File: config.mk
export PLATFORM = sky130hd
export DESIGN_NAME = wb_queue
export DESIGN_NICKNAME = d
export VERILOG_FILES = /design/src/rtl/wb_pkg.sv /design/src/rtl/wb_queue_fwd_match.sv /design/src/rtl/wb_queue.sv
export SDC_FILE = /design/constraint.sdc
export NUM_CORES = 1
export LEC_CHECK = 0
export CAP_MARGIN = 20
export CORE_MARGIN = 2
export CORE_UTILIZATION = 55
export DETAILED_ROUTE_END_ITERATION = 10
export PLACE_DENSITY = 0.8
export SLEW_MARGIN = 20
export SYNTH_ARGS = -nofsm -noshare
export SYNTH_HDL_FRONTEND = slang
export SYNTH_SLANG_ARGS = --single-unit
File: constraint.sdc
create_clock -name clk -period 5.3 [get_ports clk]
set_clock_uncertainty 0.1 [all_clocks]
set_input_delay 1.325 -clock clk [delete_from_list [all_inputs] [get_ports clk]]
set_output_delay 1.325 -clock clk [all_outputs]
set_load 0.02 [all_outputs]
File: src/rtl/wb_pkg.sv
// Shared writeback-stage constants and the default-width entry record.
package wb_pkg;
  localparam int WB_DATA_W = 32;
  localparam int WB_ADDR_W = 5;

  localparam logic RstEnable    = 1'b1;
  localparam logic WriteEnable  = 1'b1;
  localparam logic WriteDisable = 1'b0;

  localparam logic [WB_ADDR_W-1:0] NOPRegAddr = '0;
  localparam logic [WB_DATA_W-1:0] ZeroWord   = '0;

  typedef struct packed {
    logic [WB_ADDR_W-1:0] wd;
    logic                 wreg;
    logic [WB_DATA_W-1:0] wdata;
    logic [WB_DATA_W-1:0] hi;
    logic [WB_DATA_W-1:0] lo;
    logic                 whilo;
  } wb_entry_t;
endpackage

File: src/rtl/wb_queue_fwd_match.sv
// GPR forwarding lookup over occupied queue entries; the youngest matching entry wins.
module wb_fwd_match
  import wb_pkg::*;
#(
  parameter int DATA_W = WB_DATA_W,
  parameter int ADDR_W = WB_ADDR_W,
  parameter int DEPTH  = 4,
  localparam int PW    = $clog2(DEPTH),
  localparam int CW    = PW + 1
) (
  input  logic [ADDR_W-1:0] i_wd    [DEPTH],
  input  logic              i_wreg  [DEPTH],
  input  logic [DATA_W-1:0] i_wdata [DEPTH],
  input  logic [PW-1:0]     i_rd_ptr,
  input  logic [CW-1:0]     i_count,
  input  logic [ADDR_W-1:0] i_raddr,
  output logic              o_hit,
  output logic [DATA_W-1:0] o_data
);
  logic [PW-1:0] w_idx;

  // Walk oldest to youngest so later matches overwrite earlier ones.
  always_comb begin
    o_hit  = 1'b0;
    o_data = '0;
    w_idx  = '0;
    for (int i = 0; i < DEPTH; i++) begin
      w_idx = i_rd_ptr + PW'(i);
      if ((CW'(i) < i_count) && (i_wreg[w_idx] == WriteEnable) &&
          (i_wd[w_idx] == i_raddr) && (i_raddr != ADDR_W'(NOPRegAddr))) begin
        o_hit  = 1'b1;
        o_data = i_wdata[w_idx];
      end
    end
  end
endmodule

File: src/rtl/wb_queue.sv
// Ordered writeback buffer between MEM and the regfile/HI-LO write ports.
// Optional GPR forwarding lookup enabled by WB_FWD_EN.
module wb_queue
  import wb_pkg::*;
#(
  parameter int DATA_W = WB_DATA_W,
  parameter int ADDR_W = WB_ADDR_W,
  parameter int DEPTH  = 4
) (
  input  logic                     clk,
  input  logic                     rst,
  input  logic                     flush,
  input  logic                     in_valid,
  output logic                     in_ready,
  input  logic [ADDR_W-1:0]        in_wd,
  input  logic                     in_wreg,
  input  logic [DATA_W-1:0]        in_wdata,
  input  logic [DATA_W-1:0]        in_hi,
  input  logic [DATA_W-1:0]        in_lo,
  input  logic                     in_whilo,
  output logic                     out_valid,
  input  logic                     out_ready,
  output logic [ADDR_W-1:0]        wb_wd,
  output logic                     wb_wreg,
  output logic [DATA_W-1:0]        wb_wdata,
  output logic [DATA_W-1:0]        wb_hi,
  output logic [DATA_W-1:0]        wb_lo,
  output logic                     wb_whilo,
  output logic [$clog2(DEPTH):0]   count
`ifdef WB_FWD_EN
 ,input  logic [ADDR_W-1:0]        fwd_raddr,
  output logic                     fwd_hit,
  output logic [DATA_W-1:0]        fwd_data
`endif
);
  localparam int PW = $clog2(DEPTH);
  localparam int CW = PW + 1;
  localparam logic [CW-1:0] FULL = CW'(DEPTH);

  typedef struct packed {
    logic [ADDR_W-1:0] wd;
    logic              wreg;
    logic [DATA_W-1:0] wdata;
    logic [DATA_W-1:0] hi;
    logic [DATA_W-1:0] lo;
    logic              whilo;
  } entry_t;

  entry_t        r_mem [DEPTH];
  logic [PW-1:0] r_rd_ptr, r_wr_ptr;
  logic [CW-1:0] r_count;
  logic          w_accept, w_store, w_pop;
  entry_t        w_head;

  assign in_ready  = (r_count != FULL);
  assign out_valid = (r_count != '0);
  assign count     = r_count;
  assign w_accept  = in_valid & in_ready;
  // Bubbles are accepted from MEM but never occupy a slot.
  assign w_store   = w_accept & ((in_wreg == WriteEnable) | (in_whilo == WriteEnable));
  assign w_pop     = out_valid & out_ready;
  assign w_head    = r_mem[r_rd_ptr];

  assign wb_wd    = out_valid ? w_head.wd    : ADDR_W'(NOPRegAddr);
  assign wb_wreg  = out_valid ? w_head.wreg  : WriteDisable;
  assign wb_wdata = out_valid ? w_head.wdata : DATA_W'(ZeroWord);
  assign wb_hi    = out_valid ? w_head.hi    : DATA_W'(ZeroWord);
  assign wb_lo    = out_valid ? w_head.lo    : DATA_W'(ZeroWord);
  assign wb_whilo = out_valid ? w_head.whilo : WriteDisable;

  always_ff @(posedge clk) begin
    if (rst == RstEnable) begin
      r_rd_ptr <= '0;
      r_wr_ptr <= '0;
      r_count  <= '0;
    end else if (flush) begin
      r_rd_ptr <= '0;
      r_wr_ptr <= '0;
      r_count  <= '0;
    end else begin
      if (w_store) r_wr_ptr <= r_wr_ptr + PW'(1);
      if (w_pop)   r_rd_ptr <= r_rd_ptr + PW'(1);
      case ({w_store, w_pop})
        2'b10:   r_count <= r_count + CW'(1);
        2'b01:   r_count <= r_count - CW'(1);
        default: r_count <= r_count;
      endcase
    end
  end

  // Slot contents are don't-care until the pointers make them visible.
  always_ff @(posedge clk) begin
    if (w_store) r_mem[r_wr_ptr] <= {in_wd, in_wreg, in_wdata, in_hi, in_lo, in_whilo};
  end

`ifdef WB_FWD_EN
  logic [ADDR_W-1:0] w_fwd_wd    [DEPTH];
  logic              w_fwd_wreg  [DEPTH];
  logic [DATA_W-1:0] w_fwd_wdata [DEPTH];

  for (genvar g = 0; g < DEPTH; g++) begin : g_fwd
    assign w_fwd_wd[g]    = r_mem[g].wd;
    assign w_fwd_wreg[g]  = r_mem[g].wreg;
    assign w_fwd_wdata[g] = r_mem[g].wdata;
  end

  wb_fwd_match #(.DATA_W(DATA_W), .ADDR_W(ADDR_W), .DEPTH(DEPTH)) u_fwd (
    .i_wd     (w_fwd_wd),
    .i_wreg   (w_fwd_wreg),
    .i_wdata  (w_fwd_wdata),
    .i_rd_ptr (r_rd_ptr),
    .i_count  (r_count),
    .i_raddr  (fwd_raddr),
    .o_hit    (fwd_hit),
    .o_data   (fwd_data)
  );
`endif
endmodule

Word-level counts from Yosys, hierarchy flattened

Memories as Yosys holds them, arrays and structs flattened. A register that Yosys moved wholly into a read port is not among the register bits.
Index checks and enable logic that the tools add are counted.

Bitwise operators: 4
Equality and inequality tests: 3
Reductions and logical operators: 3
Muxes and demuxes: 11
Multipliers: 0
$lt $le $gt $ge: 0
Shifts and indexed selects: 0
$add $sub $neg: 4
Div/mod/pow operators: 0

Operators by type and width:

| operator                                                              | number |
|---|---|
| 32-bit two-way mux                                                    | 3 |
| 3-bit one-hot mux with 2 select lines                                 | 1 |
| 5-bit two-way mux                                                     | 1 |
| 2-bit by 1-bit adder with 2-bit output, second input constant         | 2 |
| 1-bit two-way mux                                                     | 4 |
| 2-bit two-way mux                                                     | 2 |
| 3-bit by 1-bit adder with 3-bit output, second input constant         | 1 |
| 1-bit bitwise AND                                                     | 3 |
| 3-bit inequality test, second input constant                          | 1 |
| 3-bit nonzero test                                                    | 1 |
| 3-bit by 1-bit subtractor with 3-bit output, second input constant    | 1 |
| 2-bit by 1-bit equality test with 1-bit output, second input constant | 1 |
| 2-bit equality test, second input constant                            | 1 |
| 2-bit nonzero test                                                    | 1 |
| 2-bit OR reduction                                                    | 1 |
| 1-bit OR                                                              | 1 |

Latch bits: 0
Memories kept: 1
Output and inout port bits: 108
Memory bits (read-only): 0
Bits in writable memories: 412
Flip-flop bits (word level): 7

Memory list:

| name  | depth | width | read ports | clocked after Yosys merged registers in | wr ports | RTL line       | text |
|---|---|---|---|---|---|---|---|
| r_mem | 4     | 103   | 1          | 1                                       | 1        | wb_queue.sv:49 | `entry_t r_mem [DEPTH];` |

Depth between registers and ports, before layout

Gate-level depths: netlist (run 1).

Word-level depth: 5
Mapped depth: 9

Worst setup path after synthesis (run 1)

No wires, ideal clock.

Path kind: input port to flip-flop
Start point: input in_whilo
End point: memory r_mem[2][0] in the netlist's numbering, enable pin
Data arrival time: 3.956 ns
Library setup time: 0.474 ns
Setup slack: 0.770 ns
Cell stages on the path: 2
Path buffers: 0
Cells stage by stage: o21a_1 > and3_1

Longest elaborated chain between the ends: 4

Ends and longest elaborated chain:

| what                                    | RTL line       | text |
|---|---|---|
| start: declaration                      | wb_queue.sv:20 | `input logic in_whilo,` |
| 1-bit OR                                | wb_queue.sv:60 | `assign w_store = w_accept & ((in_wreg == WriteEnable) \| (in_whilo == WriteEnable));` |
| 1-bit bitwise AND                       | wb_queue.sv:60 |  |
| 1-bit two-way mux                       | wb_queue.sv:93 | `if (w_store) r_mem[r_wr_ptr] <= {in_wd, in_wreg, in_wdata, in_hi, in_lo, in_whilo};` |
| 1-bit two-way mux (implied by the code) | wb_queue.sv:93 |  |
| end: declaration                        | wb_queue.sv:49 |  |

Every way passes these cells.

==> results of run 1 <==
## registers in the layout (all words and copies together) (netlist names), named ones only
register,cells
r_mem,412
r_rd_ptr,2
count,3
r_wr_ptr,2
## per-layer routing
| metal | vias to the layer above | track usage [%] | wire length (um) |
|---|---|---|---|
| li1 | 3366 | - | - |
| met1 | 3955 | 28.3 | 12600 |
| met2 | 287 | 31.8 | 14500 |
| met3 | 55 | 5.57 | 2320 |
| met4 | 4 | 5.03 | 600 |
| met5 | - | 0 | 27 |
## cell families (layout without fill, tap and decap cells)
family | Yosys count | count (layout) | share of synthesized area [%]
DFF | 421 | 421 | 78.0
buffers and inverters | 43 | 305 | 1.94
and+or+nand+nor | 120 | 120 | 4.55
other | 0 | 1 | 0
AOI/OAI and AO/OA | 11 | 11 | 0.396
xor gates and xnor gates | 4 | 4 | 0.218
adders and majority gates | 6 | 6 | 0.513
muxes | 103 | 103 | 14.4
## where the power goes
group | total (uW) | internal [uW] | switching [uW]
Sequential | 3750 | 3730 | 17.7
Clock | 2840 | 1710 | 1140
Combinational | 475 | 243 | 232
Total | 7070 | 5680 | 1380
## metrics by stage
step,setup WS (ps),cell area [sq um]
3_5_place_dp,1420,18600
5_1_grt,743,20000
2_1_floorplan,770,16100
4_1_cts,864,20000
3_3_place_gp,1410,18600
6_report,916,20000
## worst max-delay path: stages, from the launching register on
cell,delay [ps]
dfxtp_4,350
buf_12,600
mux4_2,590
and2_1,170
clkdlybuf4s50_1,570
## cell usage after synthesis
| master | number |
|---|---|
| o31ai_1 | 1 |
| xor2_1 | 4 |
| or2_2 | 1 |
| o21a_1 | 1 |
| fa_1 | 1 |
| and2_1 | 103 |
| buf_6 | 1 |
| o21ai_0 | 4 |
| dfxtp_1 | 9 |
| clkbuf_1 | 12 |
| buf_12 | 8 |
| edfxtp_1 | 412 |
| o311ai_0 | 1 |
| buf_2 | 11 |
| a21oi_1 | 4 |
| and3_1 | 4 |
| buf_1 | 3 |
| inv_1 | 8 |
| mux4_2 | 103 |
| nand3_1 | 2 |
| ha_1 | 5 |
| nor2_1 | 7 |
| or3_1 | 2 |
| nor3b_1 | 1 |
## area by class of cell
cell class	count	area [sq um]	share of cell area, %
multi-input combinational	244	3260	16.3
clock buffer	54	1150	5.74
antenna	1	2.50	0.0125
clock inverter	17	179	0.896
sequential	421	12600	62.9
tap	384	480	2.40
inverter	8	30.0	0.150
timing repair buffer	226	2320	11.6
## final timing paths
path,start,endpoint,cells after the start
min,r_rd_ptr[0]$_SDFFE_PP0P_,r_rd_ptr[0]$_SDFFE_PP0P_,2
max reg2reg,count[2]$_SDFFE_PP0P_,count[2]$_SDFFE_PP0P_,9
max,flip-flop,wb_hi[25],4
min reg2reg,r_rd_ptr[0]$_SDFFE_PP0P_,r_rd_ptr[0]$_SDFFE_PP0P_,2
==> out/metrics.yaml, run 1 <==
clock_sinks: 421
final_cell_mix: "edfxtp_1 (412), clkdlybuf4s50_1 (215), mux4_2 (103), and2_1 (103), clkbuf_16 (43)"
max_cap_viol_count: 0
synth-seq-cells: 421
cts_max_level: 2
cts_resized: 0
final_hold_viol_count: 0
fill_cells: 1773
rsz0062_at_grt: "false"
worstHoldPathType: "reg -> reg"
hpwl_um: 17100
cts_tree: "yes"
fp-row-count: 62
gp_congestion: 0.720
path_clk_slew_ps: 60
slew_viol_final: 0
clock_path_buffers: 3
grt_pass1_wl_um: 46900
globalRouteTotalUtil_pct: 20.1
antenna_found_initial: 4
tns_ps: 0
portBuffers: 215
die_w_um: 175
power_uw: 7070
wl_per_cell_um: 22.2
worstPathArrival_ps: 2960
worst_setup_path_start_kind: "flip-flop"
drt-initial-drc-count: 595
dieHeight_um: 175
final_common_cell: "edfxtp_1"
seq_area_frac_synth_pct: 78.0
via_count: 7667
synth_area_sq_um: 16100
path_max_fanout: 103
p_leak_uw: 0.00630
final_nets: 1056
stdcell_count: 1355
dpl.cell_count: 1282
synth_top_area_share_pct: 76.9
crit_type: "reg -> out"
post_cts.repair.setup_buffers: 0
ios: 216
routed_via_density: 5.66
drtPass1Iterations: 5
layout_min_cycle_time_ps: 4380
netlist_instances: 708
totalWireLength_um: 30100
cellPowerDensity_nw_per_um2: 354
die-area_sq_um: 30700
areaGrowthSynthToFinish_pct: 24.1
relSlewSlack_pct: 40.6
initial_core_util_pct: 55.9
end_kind: "output port"
grt_max_degree: 105
cts_buffers: 41
finalSetupViolCount: 0
cts_hold_buf: 0
grt_pass1_vias: 8198
worstSkewPairLatency_ps: 520
worst_pin_slew_ps: 891
netlist_top_cells_area: "edfxtp_1 (77%), mux4_2 (14%), and2_1 (4.0%)"
reg2reg_slack_ps: 2850
coreArea_sq_um: 28800
overflow: 0
max_freq_mhz: 228
status: "finished, final reports clean"
synth_cell_types: 24
ir_drop_v: 0.000287
avgSynthCellArea_sq_um: 22.7
final.hold.worst_slack_ps: 445
min_period_over_period_pct: 82.7
root_buffer: "clkbuf_16"
drive_above_1_share_pct: 18.2
postLayoutCoreUtil_pct: 69.4
drc: 0
drtAntennaViolNets: 0
yosys.area.top_type: "edfxtp_1"
yosysWarnings: 0
worstPathRequired_ps: 3880
syn_nets: 822
Note: power is estimated with default switching activity, not from simulation.
==> run 2, diff against run 1 <==
==> constraint.sdc (replaced) <==
create_clock -name clk -period 4.6 [get_ports clk]
set_clock_uncertainty 0.1 [all_clocks]
set_input_delay 1.15 -clock clk [delete_from_list [all_inputs] [get_ports clk]]
set_output_delay 1.15 -clock clk [all_outputs]
set_load 0.02 [all_outputs]
==> run 2 against run 1 <==
  * Combinational power grew 17%
  * Core utilization increased by 0.20 points
  * Sequential share of layout area is 0.18 points lower
  * Cell count rose by 1.2%
  * Sequential power increased by 15%
  * Non-clock buffer count increased by 11
  * Critical path depth unchanged
  * Clock-buffer cell count fell by 3
  * Worst hold slack lost 8.0 ps
  * First-iteration DRC count grew 2.4%
  * Critical path type unchanged
==> out/metrics.yaml, run 2 (synthesized netlist as in run 1, its figures left out) <==
final_common_cell: "edfxtp_1"  # unchanged
drt-initial-drc-count: 609  # was 595
grt_pass1_wl_um: 48100  # was 46900 um
path_clk_slew_ps: 60  # about the same
max_freq_mhz: 241
min_path_cells: 2  # unchanged
drive_above_1_share_pct: 19.0  # was 18.2%
die_w_um: 175  # unchanged
clock_sinks: 421  # unchanged
post_cts.repair.setup_buffers: 0  # unchanged
reg2reg_from: "count[2]$_SDFFE_PP0P_"  # unchanged
drc: 0  # unchanged
routed_via_density: 5.63  # was 5.66
worstPathRequired_ps: 3350  # was 3880 ps
post-route-cell-area_sq_um: 20000  # about the same
cellPowerDensity_nw_per_um2: 400  # was 354 nW/um^2
coreArea_sq_um: 28800  # unchanged
wl_per_cell_um: 22.7  # was 22.2 um
worstHoldPathType: "reg -> reg"  # unchanged
ios: 216  # unchanged
cts_max_level: 2  # unchanged
largest_reg_flops: 412  # unchanged
final_hold_viol_count: 0  # unchanged
gp_congestion: 0.730  # was 0.720
min-delay-start: "r_wr_ptr[0]$_SDFFE_PP0P_"  # was r_rd_ptr[0]$_SDFFE_PP0P_
worstRegToRegCells: 9  # unchanged
worst_setup_path_start_kind: "flip-flop"  # unchanged
hpwl_um: 18900  # was 17100 um
max_stage_delay_ps: 600  # about the same
rsz0062_at_grt: "false"  # unchanged
drtPass1Iterations: 5  # unchanged
portBuffers: 215  # unchanged
cts_resized: 0  # unchanged
crit_chain: "buf_4, mux4_2, and2_1, clkdlybuf4s50_1"  # was buf_12, mux4_2, and2_1, clkdlybuf4s50_1
cp.depth: 4  # unchanged
cts_hold_buf: 0  # unchanged
root_buffer: "clkbuf_16"  # unchanged
worst-path-buf-inv: 2  # unchanged
worst_pin_slew_ps: 730  # was 891 ps
die-area_sq_um: 30700  # unchanged
final_cell_mix: "edfxtp_1 (412), clkdlybuf4s50_1 (215), mux4_2 (103), and2_1 (103), clkbuf_16 (43)"  # unchanged
final_nets: 1067  # was 1056
dieHeight_um: 175  # unchanged
worstPathArrival_ps: 2910  # was 2960 ps
top_register: "r_mem"  # unchanged
drtAntennaViolNets: 0  # unchanged
slowest_stage: "dfxtp_4"  # was buf_12
grt_max_degree: 72  # was 105
via_count: 7719  # was 7667
layout_min_cycle_time_ps: 4160
worstSkewPairLatency_ps: 530  # was 520 ps
antenna_found_initial: 4  # unchanged
ir_drop_v: 0.000312  # was 0.000287 V
status: "finished, final reports clean"  # unchanged
crit_type: "reg -> out"  # unchanged
initial_core_util_pct: 55.9  # unchanged
cp_top_family: "buffers and inverters"  # unchanged
tns_ps: 0  # unchanged
min_period_over_period_pct: 90.4
cts_tree: "yes"  # unchanged
grt_pass1_vias: 8344  # was 8198
fp-row-count: 62  # unchanged
clock_path_buffers: 3  # unchanged
path_max_fanout: 21  # was 103
max_cap_viol_count: 0  # unchanged
finalSetupViolCount: 0  # unchanged
end_kind: "output port"  # unchanged
areaGrowthSynthToFinish_pct: 24.5  # was 24.1%
placed_cell_area_sq_um: 18800  # was 18600 sq um
final.hold.worst_slack_ps: 437  # was 445 ps
totalWireLength_um: 31100  # was 30100 um
relSlewSlack_pct: 51.3  # was 40.6%
p_leak_uw: 0.00633  # was 0.00630 uW
cts_buffers: 41  # unchanged
globalRouteTotalUtil_pct: 20.8  # was 20.1%
slew_viol_final: 0  # unchanged
overflow: 0  # unchanged
## run 2: changes by cell type in the layout (fill, tap and decap cells not counted)
cell	before	now
bufinv_16	4	2
clkbuf_8	3	0
clkinv_2	4	5
clkinvlp_4	0	2
buf_12	7	9
clkinv_1	8	14
clkinv_4	0	1
buf_4	4	13
## run 2: through the flow
| step | util [%] | power, uW | cells | setup WS, ps |
|---|---|---|---|---|
| CTS | 69.6 | 8090 | 1370 | 361 |
| global placement | 65.2 | 4940 | 1294 | 957 |
| global route | 69.6 | 8260 | 1371 | 264 |
| floorplan | - | 4660 | 708 | 245 |
| detailed placement | 65.2 | 4960 | 1294 | 937 |
| finish | 69.6 | 8010 | 1371 | 443 |
## run 2: routing by layer
| layer | global-route usage (%) | vias up | part of all wire [%] |
|---|---|---|---|
| li1 | - | 3384 | - |
| met1 | 28.5 | 3989 | 41 |
| met2 | 34.2 | 287 | 50 |
| met3 | 4.96 | 55 | 7.2 |
| met4 | 5.38 | 4 | 2.0 |
| met5 | 0 | - | 0.071 |
## run 2: worst reg2reg max path, stage by stage (launching register included)
cell	delay (ps)
dfxtp_1	450
nor3b_1	410
nor2_1	110
inv_1	70
ha_1	180
inv_1	70
fa_1	390
xor2_1	160
or3_1	310
a21oi_1	140
## run 2: power by group
part	internal (uW)	switching, uW
Clock	1820	1320
Sequential	4300	22.8
Combinational	284	270
## run 2: area by class of cell
cell class / count / area (sq um)
Fill cell: 1781 / 8740
Multi-Input combinational cell: 244 / 3260
Tap cell: 384 / 480
Inverter: 8 / 30.0
Clock inverter: 25 / 170
Timing Repair Buffer: 237 / 2430
Sequential cell: 421 / 12600
Antenna cell: 1 / 2.50
Clock buffer: 51 / 1110
## run 2: final timing paths
check / end / slack [ps]
setup / recovery: wb_wdata[3] / 440
setup reg to reg: count[2]$_SDFFE_PP0P_ / 2150
hold reg to reg: r_wr_ptr[0]$_SDFFE_PP0P_ / 440
hold / removal: r_wr_ptr[0]$_SDFFE_PP0P_ / 440
==> run 3, diff against run 2 <==
--- a/config.mk
+++ b/config.mk
@@ -6,7 +6,7 @@
 export NUM_CORES = 1
 export LEC_CHECK = 0
 export CAP_MARGIN = 20
-export CORE_MARGIN = 2
+export CORE_MARGIN = 1.5
 export CORE_UTILIZATION = 55
 export DETAILED_ROUTE_END_ITERATION = 10
 export PLACE_DENSITY = 0.8
==> run 3 against run 2 <==
  * Critical path depth did not move
  * Clock-buffer cell count rose by 10
  * Total power barely moved
  * First-iteration DRC count rose by 14%
  * Sequential power barely moved
  * Sequential cell count did not move
  * Critical endpoint is now wb_wd[2]
==> out/metrics.yaml, run 3 (synthesized netlist as in run 1, its figures left out) <==
status: "finished, final reports clean"  # unchanged
max_cap_viol_count: 0  # unchanged
die-area_sq_um: 30300  # was 30700 sq um
min_path_cells: 2  # unchanged
crit_type: "reg -> out"  # unchanged
clock_sinks: 421  # unchanged
root_buffer: "clkbuf_16"  # unchanged
worstPathRequired_ps: 3350  # about the same
end_kind: "output port"  # unchanged
slowest_stage: "or3_2"  # was dfxtp_4
antenna_found_initial: 1  # was 4
min_period_over_period_pct: 90.0  # was 90.4%
drtPass1Iterations: 5  # unchanged
min-delay-start: "r_wr_ptr[0]$_SDFFE_PP0P_"  # unchanged
coreArea_sq_um: 28800  # unchanged
top_register: "r_mem"  # unchanged
cts_tree: "yes"  # unchanged
final_hold_viol_count: 0  # unchanged
worstPathArrival_ps: 2890  # was 2910 ps
hpwl_um: 18100  # was 18900 um
worstSkewPairLatency_ps: 520  # was 530 ps
portBuffers: 215  # unchanged
worstHoldPathType: "reg -> reg"  # unchanged
cp_top_family: "buffers and inverters"  # unchanged
worst-path-buf-inv: 2  # unchanged
drive_above_1_share_pct: 18.5  # was 19.0%
rsz0062_at_grt: "false"  # unchanged
dpl.cell_count: 1287  # was 1294
relSlewSlack_pct: 49.4  # was 51.3%
path_clk_slew_ps: 60  # about the same
layout_min_cycle_time_ps: 4140  # was 4160 ps
overflow: 0  # unchanged
reg2reg_slack_ps: 2080  # was 2150 ps
worst_setup_path_start_kind: "flip-flop"  # unchanged
dieHeight_um: 174  # was 175 um
drtAntennaViolNets: 0  # unchanged
max_freq_mhz: 242  # was 241 MHz
stdcell_count: 1366  # was 1371
final_cell_mix: "edfxtp_1 (412), clkdlybuf4s50_1 (215), mux4_2 (103), and2_1 (103), clkbuf_16 (45)"  # was edfxtp_1 (412), clkdlybuf4s50_1 (215), mux4_2 (103), and2_1 (103), clkbuf_16 (43)
cts_max_level: 2  # unchanged
areaGrowthSynthToFinish_pct: 24.5  # unchanged
cts_hold_buf: 0  # unchanged
tns_ps: 0  # unchanged
grt_max_degree: 64  # was 72
r2r_end: "count[2]$_SDFFE_PP0P_"  # unchanged
gp_congestion: 0.717  # was 0.730
cts_buffers: 42  # was 41
globalRouteTotalUtil_pct: 20.7  # was 20.8%
drt-initial-drc-count: 692  # was 609
finalSetupViolCount: 0  # unchanged
final_nets: 1061  # was 1067
cts_resized: 0  # unchanged
seqCellArea_sq_um: 12600  # unchanged
fill_cells: 1748  # was 1781
worstRegToRegCells: 9  # unchanged
via_count: 7754  # was 7719
final_common_cell: "edfxtp_1"  # unchanged
clock_path_buffers: 3  # unchanged
ios: 216  # unchanged
path_max_fanout: 63  # was 21
drc: 0  # unchanged
grt_pass1_wl_um: 47300  # was 48100 um
grt_pass1_vias: 8293  # was 8344
final.hold.worst_slack_ps: 421  # was 437 ps
worst_pin_slew_ps: 759  # was 730 ps
largest_reg_flops: 412  # unchanged
multi_input_area_sq_um: 3250  # was 3260 sq um
ir_drop_v: 0.000349  # was 0.000312 V
initial_core_util_pct: 55.9  # unchanged
post_cts.repair.setup_buffers: 0  # unchanged
p_leak_uw: 0.00632  # was 0.00633 uW
routed_via_density: 5.68  # was 5.63
reg2reg_from: "count[2]$_SDFFE_PP0P_"  # unchanged
cellPowerDensity_nw_per_um2: 400  # about the same
wl_per_cell_um: 22.4  # was 22.7 um
crit_chain: "or3_2, buf_12, and2_1, clkdlybuf4s50_1"  # was buf_4, mux4_2, and2_1, clkdlybuf4s50_1
max_stage_delay_ps: 690  # was 600 ps
min_to: "r_wr_ptr[0]$_SDFFE_PP0P_"  # unchanged
fp-row-count: 62  # unchanged
slew_viol_final: 0  # unchanged
totalWireLength_um: 30600  # was 31100 um
die_w_um: 174  # was 175 um
power_uw: 8010  # about the same
run 3: per-layer routing:
metal,global-route usage (%),part of all wire [%],wire [um],vias to the layer above
met1,30.0,42,12900,3999
li1,-,-,-,3376
met2,33.0,48,14800,331
met3,4.64,7.8,2390,46
met5,0,0.056,17,-
met4,4.38,1.6,482,2
run 3: worst min-delay path: stages, from the launching register on:
cell     delay (ps)
dfxtp_1         340
o21ai_0          80
a21oi_1          60
run 3: cell type report:
cell class                 instances  area share [%]
antenna                            1          0.0125
clock buffer                      61            6.02
clock inverter                    17           0.381
inverter                           8           0.150
multi-input combinational        244            16.2
sequential                       421            62.7
tap                              384            2.40
timing repair buffer             230            12.1
run 3: stage by stage:
stage / utilization, % / setup WS, ps / cell area [sq um]
final: 69.6 / 462 / 20000
after global routing: 69.6 / 260 / 20000
after CTS: 69.6 / 411 / 20000
after detailed placement: 65.2 / 986 / 18800
after global placement: 65.2 / 1000 / 18800
after floorplan: - / 245 / 16100
run 3: where the power goes:
part           internal, uW  switching (uW)  total [uW]
registers              4300            22.6        4320
logic                   284             266         550
clock network          1820            1320        3140
total                  6400            1610        8010
run 3: worst max path at each step:
stage	from	endpoint	slack, ps	cells past startpoint
2_1_floorplan	in_whilo	r_mem[2][0]$_DFFE_PP_	240	2
3_3_place_gp	flip-flop	wb_wdata[16]	1000	4
3_5_place_dp	count[0]$_SDFFE_PP0P_	wb_lo[15]	990	4
4_1_cts	count[0]$_SDFFE_PP0P_	wb_lo[15]	410	4
5_1_grt	count[0]$_SDFFE_PP0P_	wb_wd[2]	260	4
6_report	count[0]$_SDFFE_PP0P_	wb_wd[2]	460	4
